$ cat src/rtl/ps2_kbd_rx.sv
// rtl/ps2_kbd_rx.sv - PS/2 keyboard receiver, scan-code set 2 decoder and event FIFO
//
// Purpose:
//   Receives PS/2 frames from a keyboard, strips the E0/F0 prefixes into
//   {code, ext, brk} key events, tracks six modifier keys and queues the
//   events in a first-word-fall-through FIFO for the consuming logic.
//
// Ports:
//   CLK, RST        system clock, asynchronous active-high reset
//   PS2_CLK1        keyboard clock line (asynchronous to CLK)
//   PS2_DATA1       keyboard data line (asynchronous to CLK)
//   EV_VALID        FIFO holds at least one event
//   EV_READY        consumer takes the head event (pop on EV_VALID & EV_READY)
//   EV_CODE         head event scan code, prefixes stripped
//   EV_EXT          head event was preceded by E0
//   EV_BREAK        head event is a release (F0 seen)
//   EV_MODS         {ralt,lalt,rctrl,lctrl,rshift,lshift} after the head event
//   MODS            live modifier state, same bit order
//   ERR_PARITY      one-cycle pulse on a parity error
//   ERR_FRAME       one-cycle pulse on a stop-bit error or inter-bit timeout
//   OVERFLOW        sticky, set when an event was dropped on a full FIFO
//
// Optional feature macro:
//   PS2_TYPEMATIC_FILTER_EN  suppress repeated makes of the same key until
//                            that key is released (one make per press)

module ps2_kbd_rx #(
    parameter int FILTER_LEN     = 8,
    parameter int TIMEOUT_CYCLES = 50000,
    parameter int FIFO_DEPTH     = 8
) (
    input  logic       CLK,
    input  logic       RST,
    input  logic       PS2_CLK1,
    input  logic       PS2_DATA1,
    output logic       EV_VALID,
    input  logic       EV_READY,
    output logic [7:0] EV_CODE,
    output logic       EV_EXT,
    output logic       EV_BREAK,
    output logic [5:0] EV_MODS,
    output logic [5:0] MODS,
    output logic       ERR_PARITY,
    output logic       ERR_FRAME,
    output logic       OVERFLOW
);

    localparam int TW = $clog2(TIMEOUT_CYCLES + 1);
    localparam int AW = $clog2(FIFO_DEPTH);
    localparam int CW = $clog2(FIFO_DEPTH + 1);

    localparam logic [7:0]    FILT_MAX = 8'(FILTER_LEN - 1);
    localparam logic [TW-1:0] TO_MAX   = TW'(TIMEOUT_CYCLES - 1);
    localparam logic [CW-1:0] FULL_CNT = CW'(FIFO_DEPTH);

    // ------------------------------------------------------------------
    // Input conditioning
    // ------------------------------------------------------------------
    // Lines idle high, so the synchronizers and filter start high: a
    // reset never fabricates a falling edge.
    logic       clk_s1, clk_s2, dat_s1, dat_s2;
    logic       filt_clk;
    logic [7:0] filt_cnt;
    logic       strobe;

    always_ff @(posedge CLK or posedge RST) begin
        if (RST) begin
            clk_s1 <= 1'b1;
            clk_s2 <= 1'b1;
            dat_s1 <= 1'b1;
            dat_s2 <= 1'b1;
        end else begin
            clk_s1 <= PS2_CLK1;
            clk_s2 <= clk_s1;
            dat_s1 <= PS2_DATA1;
            dat_s2 <= dat_s1;
        end
    end

    // The filtered clock follows only after FILTER_LEN consecutive cycles
    // at the new level. strobe is high in the first cycle the filtered
    // clock is low, which is when the data bit is taken.
    always_ff @(posedge CLK or posedge RST) begin
        if (RST) begin
            filt_clk <= 1'b1;
            filt_cnt <= '0;
            strobe   <= 1'b0;
        end else begin
            strobe <= 1'b0;
            if (clk_s2 != filt_clk) begin
                if (filt_cnt == FILT_MAX) begin
                    filt_clk <= clk_s2;
                    filt_cnt <= '0;
                    strobe   <= ~clk_s2;
                end else begin
                    filt_cnt <= filt_cnt + 8'd1;
                end
            end else begin
                filt_cnt <= '0;
            end
        end
    end

    // ------------------------------------------------------------------
    // Frame FSM
    // ------------------------------------------------------------------
    typedef enum logic [1:0] {
        S_IDLE   = 2'd0,
        S_DATA   = 2'd1,
        S_PARITY = 2'd2,
        S_STOP   = 2'd3
    } state_t;

    state_t        state, state_nxt;
    logic [2:0]    bit_cnt;
    logic [7:0]    shift;
    logic          par_ok;
    logic [TW-1:0] to_cnt;
    logic          timeout;
    logic          byte_valid;
    logic          err_par_c;
    logic          err_frm_c;

    assign timeout = (state != S_IDLE) && !strobe && (to_cnt == TO_MAX);

    always_ff @(posedge CLK or posedge RST) begin
        if (RST) begin
            state <= S_IDLE;
        end else begin
            state <= state_nxt;
        end
    end

    always_comb begin
        state_nxt  = state;
        byte_valid = 1'b0;
        err_par_c  = 1'b0;
        err_frm_c  = 1'b0;
        if (timeout) begin
            state_nxt = S_IDLE;
            err_frm_c = 1'b1;
        end else if (strobe) begin
            case (state)
                S_IDLE:   if (!dat_s2) state_nxt = S_DATA;
                S_DATA:   if (bit_cnt == 3'd7) state_nxt = S_PARITY;
                S_PARITY: state_nxt = S_STOP;
                S_STOP: begin
                    state_nxt = S_IDLE;
                    if (!dat_s2)
                        err_frm_c = 1'b1;
                    else if (par_ok)
                        byte_valid = 1'b1;
                    else
                        err_par_c = 1'b1;
                end
                default:  state_nxt = S_IDLE;
            endcase
        end
    end

    always_ff @(posedge CLK or posedge RST) begin
        if (RST) begin
            bit_cnt <= '0;
            shift   <= '0;
            par_ok  <= 1'b0;
            to_cnt  <= '0;
        end else begin
            if (state == S_IDLE || strobe)
                to_cnt <= '0;
            else
                to_cnt <= to_cnt + 1'b1;

            if (strobe) begin
                case (state)
                    S_IDLE:   bit_cnt <= '0;
                    S_DATA: begin
                        shift   <= {dat_s2, shift[7:1]};
                        bit_cnt <= bit_cnt + 3'd1;
                    end
                    S_PARITY: par_ok <= (^shift) ^ dat_s2;
                    default:  ;
                endcase
            end
        end
    end

    // Error pulses are registered so the outputs are glitch-free.
    always_ff @(posedge CLK or posedge RST) begin
        if (RST) begin
            ERR_PARITY <= 1'b0;
            ERR_FRAME  <= 1'b0;
        end else begin
            ERR_PARITY <= err_par_c;
            ERR_FRAME  <= err_frm_c;
        end
    end

    // ------------------------------------------------------------------
    // Scan-code decoder and modifier tracking
    // ------------------------------------------------------------------
    logic        ext, brk;
    logic [5:0]  mods_nxt;
    logic        push_allow;
    logic        push;
    logic [15:0] push_entry;

`ifdef PS2_TYPEMATIC_FILTER_EN
    logic       lm_valid;
    logic [8:0] lm_key;
`endif

    always_comb begin
        mods_nxt = MODS;
        case ({ext, shift})
            9'h012:  mods_nxt[0] = ~brk;
            9'h059:  mods_nxt[1] = ~brk;
            9'h014:  mods_nxt[2] = ~brk;
            9'h114:  mods_nxt[3] = ~brk;
            9'h011:  mods_nxt[4] = ~brk;
            9'h111:  mods_nxt[5] = ~brk;
            default: ;
        endcase
    end

    always_comb begin
        push_allow = 1'b1;
`ifdef PS2_TYPEMATIC_FILTER_EN
        // Auto-repeat of the key last pressed produces no new event.
        if (!brk && lm_valid && (lm_key == {ext, shift}))
            push_allow = 1'b0;
`endif
    end

    always_ff @(posedge CLK or posedge RST) begin
        if (RST) begin
            ext        <= 1'b0;
            brk        <= 1'b0;
            MODS       <= '0;
            push       <= 1'b0;
            push_entry <= '0;
`ifdef PS2_TYPEMATIC_FILTER_EN
            lm_valid   <= 1'b0;
            lm_key     <= '0;
`endif
        end else begin
            push <= 1'b0;
            if (err_par_c || err_frm_c) begin
                ext <= 1'b0;
                brk <= 1'b0;
            end else if (byte_valid) begin
                if (shift == 8'hE0) begin
                    ext <= 1'b1;
                end else if (shift == 8'hF0) begin
                    brk <= 1'b1;
                end else begin
                    MODS       <= mods_nxt;
                    push       <= push_allow;
                    push_entry <= {shift, ext, brk, mods_nxt};
                    ext        <= 1'b0;
                    brk        <= 1'b0;
`ifdef PS2_TYPEMATIC_FILTER_EN
                    if (!brk) begin
                        lm_valid <= 1'b1;
                        lm_key   <= {ext, shift};
                    end else if (lm_key == {ext, shift}) begin
                        lm_valid <= 1'b0;
                    end
`endif
                end
            end
        end
    end

    // ------------------------------------------------------------------
    // Event FIFO (first-word fall-through)
    // ------------------------------------------------------------------
    logic [15:0]   mem [FIFO_DEPTH];
    logic [AW-1:0] wptr, rptr;
    logic [CW-1:0] count;
    logic          pop, wr_en;
    logic [15:0]   head;

    assign EV_VALID = (count != '0);
    assign pop      = EV_VALID && EV_READY;
    // A full FIFO still takes the push when the head leaves in the same cycle.
    assign wr_en    = push && ((count != FULL_CNT) || pop);

    always_ff @(posedge CLK) begin
        if (wr_en)
            mem[wptr] <= push_entry;
    end

    always_ff @(posedge CLK or posedge RST) begin
        if (RST) begin
            wptr     <= '0;
            rptr     <= '0;
            count    <= '0;
            OVERFLOW <= 1'b0;
        end else begin
            if (wr_en)
                wptr <= wptr + 1'b1;
            if (pop)
                rptr <= rptr + 1'b1;
            case ({wr_en, pop})
                2'b10:   count <= count + 1'b1;
                2'b01:   count <= count - 1'b1;
                default: ;
            endcase
            if (push && !wr_en)
                OVERFLOW <= 1'b1;
        end
    end

    // Outputs read zero while empty so nothing stale is ever presented.
    assign head     = mem[rptr];
    assign EV_CODE  = EV_VALID ? head[15:8] : 8'h00;
    assign EV_EXT   = EV_VALID ? head[7]    : 1'b0;
    assign EV_BREAK = EV_VALID ? head[6]    : 1'b0;
    assign EV_MODS  = EV_VALID ? head[5:0]  : 6'h00;

endmodule
$ cat config.mk
export PLATFORM = sky130hd
export DESIGN_NAME = ps2_kbd_rx
export DESIGN_NICKNAME = d
export VERILOG_FILES = /design/src/rtl/ps2_kbd_rx.sv
export SDC_FILE = /design/constraint.sdc
export NUM_CORES = 1
export LEC_CHECK = 0
export CAP_MARGIN = 5
export CORE_UTILIZATION = 45
export CTS_CLUSTER_SIZE = 30
export DETAILED_ROUTE_END_ITERATION = 12
export DONT_BUFFER_PORTS = 1
export GPL_TIMING_DRIVEN = 0
export PLACE_DENSITY = 0.64
export SETUP_SLACK_MARGIN = 0.02
export SLEW_MARGIN = 10
export SYNTH_ARGS = -nofsm -noshare
export SYNTH_HDL_FRONTEND = slang
export SYNTH_SLANG_ARGS = --single-unit
$ cat constraint.sdc
create_clock -name CLK -period 2.69 [get_ports CLK]
set_input_delay 0.269 -clock CLK [delete_from_list [all_inputs] [get_ports CLK]]
set_output_delay 0.269 -clock CLK [all_outputs]
set_load 0.03 [all_outputs]
Yosys cells after proc, flatten, opt, wreduce, memory -nomap -nowiden --
Memories as Yosys holds them, arrays and structs flattened. Index checks and enable logic that the tools add are counted.
Cells by class: bitwise gates (word level) 6, reduce and logical (&&, ||, !) cells 26, $lt $le $gt $ge 0, equal/unequal tests 22, $add $sub $neg 7, shift operators 0, multipliers 0, div/mod/pow operators 0, multiplexer cells 50
Operators with widths (count):
- 1-bit two-way mux | 38
- 9-bit by 5-bit equality test with 1-bit output (second input constant) | 3
- 8-bit two-way mux | 3
- 9-bit equality test (second input constant) | 2
- 16-bit by 1-bit adder with 16-bit output (second input constant) | 1
- 16-bit equality test (second input constant) | 1
- 8-bit equality test (second input constant) | 2
- 16-bit two-way mux | 1
- 2-bit AND reduction | 6
- 2-bit nonzero test | 5
- 3-bit by 1-bit adder with 3-bit output (second input constant) | 3
- 9-bit by 7-bit equality test with 1-bit output (second input constant) | 1
- 3-bit inequality test (second input constant) | 3
- 8-bit by 1-bit adder with 8-bit output (second input constant) | 1
- 8-bit by 3-bit equality test with 1-bit output (second input constant) | 1
- 2-bit two-way mux | 4
- 2-bit case mux with 4 select lines | 1
- 4-bit case mux with 2 select lines | 1
- 8-bit XOR reduction | 1
- 2-bit equality test (second input constant) | 3
- 6-bit two-way mux | 1
- 3-bit case mux with 2 select lines | 1
- 1-bit logical AND | 5
- 1-bit inverter | 5
- other kinds (14) | 18
Storage, ports and cells: output and inout bits 26, bits in read-only memories 0, latch bits 0, input bits 5, bits in writable memories 128, memories 1, logic and storage cells 135, register bits 82
Memory list:
- mem | depth 8, width 16, rd ports 1, clocked after Yosys merged registers in 0, write ports 1, line 277 | logic [15:0] mem [FIFO_DEPTH];

Depth between registers and ports, before layout --
Gate-level depths: netlist of run 1.
word-level depth 8, mapped depth 8, depth with buffers taken out 7

Worst setup path before layout of run 1 --
OpenSTA, ideal clock, no wires.
kind register -> register, start point register count[3], end point memory mem[0][0] (enable), path buffers 0, library setup time 409 ps, path slack 175 ps, stages on the path, launching flop included 5, clock period less this slack 2515 ps, data arrival time 2105 ps, data required time 2281 ps, cells stage by stage dfrtp_1 nor2b_1 a21oi_1 nand2b_1 nor3_1
Between the ends: cells in the longest elaborated chain, start to end 6, elaborated cells between the ends (all ways) 7, those cells by class eq/ne: 1; mux: 2; reduce/logical: 4
Ends and longest elaborated chain:
- start, declared | line 279 | logic [CW-1:0] count;
- start signal, assigned | line 305 | 2'b10: count <= count + 1'b1;
- start signal, assigned | line 306 | 2'b01: count <= count - 1'b1;
- 4-bit nonzero test | line 283 | assign EV_VALID = (count != '0);
- 1-bit logical AND | line 284 | assign pop = EV_VALID && EV_READY;
- 1-bit logical OR * | line 286 | assign wr_en = push && ((count != FULL_CNT) || pop);
- 1-bit logical AND * | line 286
- 1-bit two-way mux * | line 289 | if (wr_en)
- 1-bit two-way mux (implied by the code) * | line 290 | mem[wptr] <= push_entry;
- end, declared | line 277
Every way passes the cells marked *; elsewhere a longest branch is shown, timed or not.

Worst setup path in the final report of run 1 --
start point register rptr[0], end point output port EV_MODS[1]
Between the ends: cells in the longest elaborated chain, start to end 2
Ends and longest elaborated chain:
- start, declared | line 278 | logic [AW-1:0] wptr, rptr;
- start signal, assigned | line 303 | rptr <= rptr + 1'b1;
- memory read 8 x 16 bit
- 6-bit two-way mux | line 319 | assign EV_MODS = EV_VALID ? head[5:0] : 6'h00;
- end, declared | line 41 | output logic [5:0] EV_MODS,
Every way passes these cells.

==> out/results.ini, run 1 <==
[worst_setup_path]
critPathRequiredTime_ps = 2420
r2r_slack_ps = 220
r2r-start = count[0]
cp-start-kind = flop
worst_r2r_path_depth = 7
arrival_ps = 2300
path_class = flop to output port
regToRegEndpoint = count[3]
endpoint_kind = output port
path_max_fanout = 10

[clock_tree]
ctsRootBufferMaster = clkbuf_16
path_clk_slew_ps = 60
clockBufferDepth = 3
cts_tree = done
clk_latency_ps = 500
numCtsBuffers = 22
cts.sinks = 204
cts_max_level = 1

[yosys]
synthTopCellsByArea = edfxtp_1, dfrtp_1, mux4_2
synth-main-ff-cell = edfxtp_1
ys_types = 58
yosys.area.top_type = edfxtp_1
seq_area_frac_synth_pct = 66.7
syn_area_mm2 = 0.00863
synthArstFlopShare_pct = 37.3
synth_cells = 574
synth_fp_nets = 604
syn_area_per_cell_um2 = 15.0
synth_edf_count = 128
ys_warn_count = 0
ys_ff_latch = 204
yosysTopAreaCellShare_pct = 44.6

[pwr]
p_comb_share_pct = 25.9
p_seq_share_pct = 41.0
p_leak_nw = 3.71
power.density_mw_per_mm2 = 890
ir_drop_v = 0.000587
power_frac_clock_pct = 33.1
netSwitchingPower_mw = 2.72
p_sw_share_pct = 31.0
p_int_mw = 6.04
finalPower_mw = 8.76

[die]
initial_core_util_pct = 46.0
chipWidth_um = 140
coreArea_mm2 = 0.0188
die-area_mm2 = 0.0197
row_count = 50
ioPinCount = 31
die_y_um = 140

[sta]
tightest_slew_ps = 692
clock_skew_ps = 17.5
period_needed_ps = 2570
drv_slew = 0
fin_crit_sh_pct = 95.5
rsz0062_at_grt = no
hold_violations = 0
timing.max_slew.rel_slack_pct = 53.8
clock.fmax_ghz = 0.389
tns_ps = 0
setup-violations-final = 0

[cells_and_area]
nNetsFinal = 642
drive_above_1_share_pct = 19.1
final_common_cell = edfxtp_1
area_growth_pct = 14.2
final_cells = 862
final_core_util_pct = 52.5
nFillCells = 1561
n_antenna_cell = 0
final_cell_mix = edfxtp_1, dfrtp_1, nor2_1

[routing]
dr.pass1.iters = 4
avgRoutedWirePerCell_um = 18.8
vias_per_cell = 5.48
first_iter_violations = 311
vias = 4726
wl_mm = 16.2
ant_nets = 0
drc = 0

[place]
port_buffers = 0
gp_congestion = 0.812
hpwl_mm = 11.0
place_inst = 819

[grt]
grt_pass1_vias = 4896
grt_usage_pct = 17.3
overflow = 0
grt_max_degree = 65
grt_antenna_before_repair = 0
grt_pass1_wl_mm = 26.5

[hold_path]
hold_class = input port to flop
hold_end = count[2]
whs_path_depth = 3
min_from = EV_READY

[outcome]
status = finished, final reports clean

[run]
max-cap-violations = 0

cell usage after synthesis, types with 6 or more instances:
| cell type | n |
|---|---|
| a21oi_1 | 9 |
| buf_4 | 9 |
| clkbuf_1 | 12 |
| dfrtp_1 | 71 |
| edfxtp_1 | 128 |
| ha_1 | 24 |
| inv_1 | 22 |
| mux2i_1 | 19 |
| mux4_2 | 32 |
| nand2_1 | 41 |
| nand2b_1 | 6 |
| nand3_1 | 17 |
| nand4_1 | 9 |
| nor2_1 | 52 |
| o21ai_0 | 23 |
| xnor2_1 | 14 |
| xor2_1 | 14 |
power groups by stage:
stage	Combinational [mW]	Sequential [mW]	Clock (mW)
6_report	2.27	3.59	2.90
5_1_grt	2.46	3.61	3.09
4_1_cts	2.29	3.59	2.96
3_5_place_dp	2.30	3.62	0
3_3_place_gp	2.23	3.60	0
2_1_floorplan	1.90	3.59	0
per-layer routing:
layer  part of all wire (%)  track usage (%)  vias to the layer above
met4                    1.8             4.23                        0
li1                       -                -                     2205
met1                     44             23.2                     2402
met3                    4.8             3.15                       26
met2                     49             29.6                       93
met5                      0                0                        -
stage by stage:
step | setup slack (ps) | area, um2 | hold WS [ps]
final | 120 | 9850 | 23.5
after global routing | 20.4 | 9850 | 45.2
after CTS | 61.9 | 9840 | 11.4
after detailed placement | 246 | 9090 | 80.7
after global placement | -962 | 8920 | 274
after floorplan | 175 | 8630 | 273
state kept, by name (all words and copies together), names as in the netlist, 2 cells and up:
register / flops
rptr: 3
bit_cnt: 3
mem: 128
wptr: 3
state: 2
count: 4
filt_cnt: 8
MODS: 5
shift: 8
push_entry: 11
to_cnt: 16
critical path: stages (launching register included):
cell,delay (ps)
dfrtp_1,350
buf_2,240
buf_6,230
mux4_2,520
mux2i_1,290
nor2_2,160
repair_timing:
item,4_1_cts,5_1_grt
gates resized for setup,6,2
buffers inserted,0,0
hold buffers,4,0
setup endpoints to repair,16,3
hold endpoints to repair,75,0
how the worst max path moves through the flow:
stage / slack (ps) / end / cells after the start / start
floorplan: 180 / mem[0][0] / 4 / count[3]
global placement: -960 / mem[0][10] / 4 / count[3]
detailed placement: 250 / count[3] / 7 / count[0]
CTS: 60 / EV_MODS[2] / 5 / rptr[0]
global route: 20 / count[3] / 7 / count[1]
finish: 120 / EV_MODS[1] / 5 / rptr[0]
kinds of logic (layout without fill, tap and decap cells):
family	Yosys count	after routing	share of synthesized area, %
flip-flops	204	204	66.7
AND/OR/NAND/NOR	154	154	8.83
adder cells (fa/ha/maj)	25	25	3.71
AO/OA/AOI/OAI	57	57	4.15
XOR/XNOR	28	28	2.84
buffers and inverters	52	106	2.83
multiplexers	54	54	11.0
layout make-up:
| class | count | area [um2] | share of cell area (%) |
|---|---|---|---|
| clock inverter | 13 | 130 | 1.32 |
| inverter | 23 | 88.8 | 0.902 |
| buffer | 28 | 170 | 1.73 |
| sequential | 204 | 5750 | 58.4 |
| multi-input combinational | 318 | 2660 | 27.0 |
| timing repair buffer | 15 | 188 | 1.91 |
| clock buffer | 27 | 569 | 5.78 |
| tap | 234 | 293 | 2.97 |
Power figures use the tool's default switching activity.
==> run 2: changes to the inputs <==
--- a/config.mk
+++ b/config.mk
@@ -12,6 +12,7 @@
 export DONT_BUFFER_PORTS = 1
 export GPL_TIMING_DRIVEN = 0
 export PLACE_DENSITY = 0.64
+export REMOVE_ABC_BUFFERS = 1
 export SETUP_SLACK_MARGIN = 0.02
 export SLEW_MARGIN = 10
 export SYNTH_ARGS = -nofsm -noshare
==> run 2 against run 1 <==
  * Final cell count fell by 2.3%
  * Combinational power down 5%
  * Utilization fell by 0.51 points
  * Non-clock buffer count fell by 20
  * First-iteration DRC count decreased by 29%
  * Die area did not move
  * Wire length decreased by 1.4%
  * Design area down 0.98%
  * Maximum frequency is 5.1% higher
  * Largest power group unchanged
==> out/results.ini, run 2 (same netlist as run 1, synthesis figures left out) <==
[worst_setup_path]
cpMaxStageDelayCell = nor3_2
path_max_fanout = 8
path_class = flop to flop
worst-path-buf-inv = 2
crit_chain = nor2b_1 -> a21oi_1 -> nand2b_1 -> nor3_2 -> buf_4 -> buf_6
endpoint_kind = flop
critical_path.top_delay_family = simple AND/OR/NAND/NOR gates
r2r-start = count[3]
critPathRequiredTime_ps = 2910
crit_path_start = count[3]
cp-start-kind = flop
slowest_delay_ps = 530
arrival_ps = 2670

[cells_and_area]
final_common_cell = edfxtp_1
drive_above_1_share_pct = 17.9
n_antenna_cell = 0
largest_reg_flops = 128
stdcell_area_mm2 = 0.00975
top_regs = mem (128), to_cnt (16), push_entry (11)
top_register = mem
nNetsFinal = 622
final_core_util_pct = 52.0
final_cell_mix = edfxtp_1, dfrtp_1, nor2_1
area_growth_pct = 13.1
final_cells = 842

[die]
coreArea_mm2 = 0.0188
row_count = 50
chipWidth_um = 140
initial_core_util_pct = 46.0
die_y_um = 140
die-area_mm2 = 0.0197
ioPinCount = 31

[sta]
drv_slew = 0
clock.fmax_ghz = 0.409
fin_crit_sh_pct = 90.9
tns_ps = 0
tightest_slew_ps = 634
clock_skew_ps = 12.7
period_needed_ps = 2450
setup-violations-final = 0
rsz0062_at_grt = no
timing.max_slew.rel_slack_pct = 57.5
hold_violations = 0

[routing]
vias_per_cell = 5.50
dr.pass1.iters = 4
vias = 4634
avgRoutedWirePerCell_um = 19.0
drc = 0
wl_mm = 16.0
ant_nets = 0
first_iter_violations = 222

[grt]
grt_pass1_vias = 4850
grt_antenna_before_repair = 0
grt_usage_pct = 17.2
grt_pass1_wl_mm = 25.9
grt_max_degree = 65
overflow = 0

[clock_tree]
clockBufferDepth = 3
cts_tree = done
ctsRootBufferMaster = clkbuf_16
path_clk_slew_ps = 60
cts_max_level = 1
numCtsBuffers = 22
clk_latency_ps = 510
cts.sinks = 204

[place]
gp_congestion = 0.823
hpwl_mm = 10.6
port_buffers = 0
place_inst = 793
place_area_mm2 = 0.00900

[pwr]
power.density_mw_per_mm2 = 883
ir_drop_v = 0.000489
p_leak_nw = 3.65

[hold_path]
hold_class = input port to flop
min_from = EV_READY

[outcome]
status = finished, final reports clean

[run]
max-cap-violations = 0

-- run 2: cell types whose count changed in the layout (fill, tap and decap cells not counted), moves of 3 or more --
cell	before	now
buf_2	5	0
buf_6	8	2
buf_8	4	7
clkbuf_1	13	7
clkbuf_2	5	0
dfrtp_1	71	68
-- run 2: worst paths after layout --
path                            slack, ps         to  depth (start not counted)
worst max-delay path                  240  mem[0][8]                          6
worst min-delay path                   90   count[2]                          3
worst max register to register        240  mem[0][8]                          6
worst min register to register        350     dat_s2                          0
max in group asynchronous            1920     dat_s2                          3
min in group asynchronous             160       push                          2
-- run 2: through the flow --
step / worst slack, ps / hold WS [ps] / power (mW)
2_1_floorplan: 63.6 / 273 / 5.41
3_3_place_gp: -1200 / 274 / 5.76
3_5_place_dp: -466 / 76.3 / 5.87
4_1_cts: 95.5 / 62.6 / 8.67
5_1_grt: 94.3 / 71.4 / 8.97
6_report: 245 / 87.7 / 8.61
-- run 2: final cells by class --
cell class | count | area, um2
Fill cell | 1583 | 9020
Sequential cell | 204 | 5760
Multi-Input combinational cell | 318 | 2660
Clock buffer | 29 | 577
Tap cell | 234 | 293
Timing Repair Buffer | 23 | 288
Clock inverter | 11 | 88.8
Inverter | 23 | 88.8
-- run 2: timing repair --
item / 4_1_cts / 5_1_grt
endpoints found under the hold margin: 75 / 0
resized for setup: 2 / 0
hold buffers: 4 / 0
setup buffers: 2 / 3
setup endpoints to repair: 17 / 1
pin swaps: 1 / 0
-- run 2: power by group --
| group | leakage [nW] | internal, mW | switching (mW) |
|---|---|---|---|
| combinational | 1.12 | 0.917 | 1.24 |
| sequential | 2.20 | 3.44 | 0.227 |
| clock | 0.322 | 1.61 | 1.17 |
-- run 2: worst min-delay path, delay by kind of cell --
kind	cells	cell delay, ps
AOI/OAI and AO/OA	1	60
xor gates and xnor gates	1	110
and+or+nand+nor	1	100
-- run 2: metal layers --
| metal | part of all wire, % | track usage [%] | vias up |
|---|---|---|---|
| met5 | 0 | 0 | - |
| met4 | 2.2 | 6.35 | 0 |
| met3 | 3.6 | 3.04 | 24 |
| met2 | 53 | 30.8 | 79 |
| met1 | 41 | 20.7 | 2366 |
| li1 | - | - | 2165 |
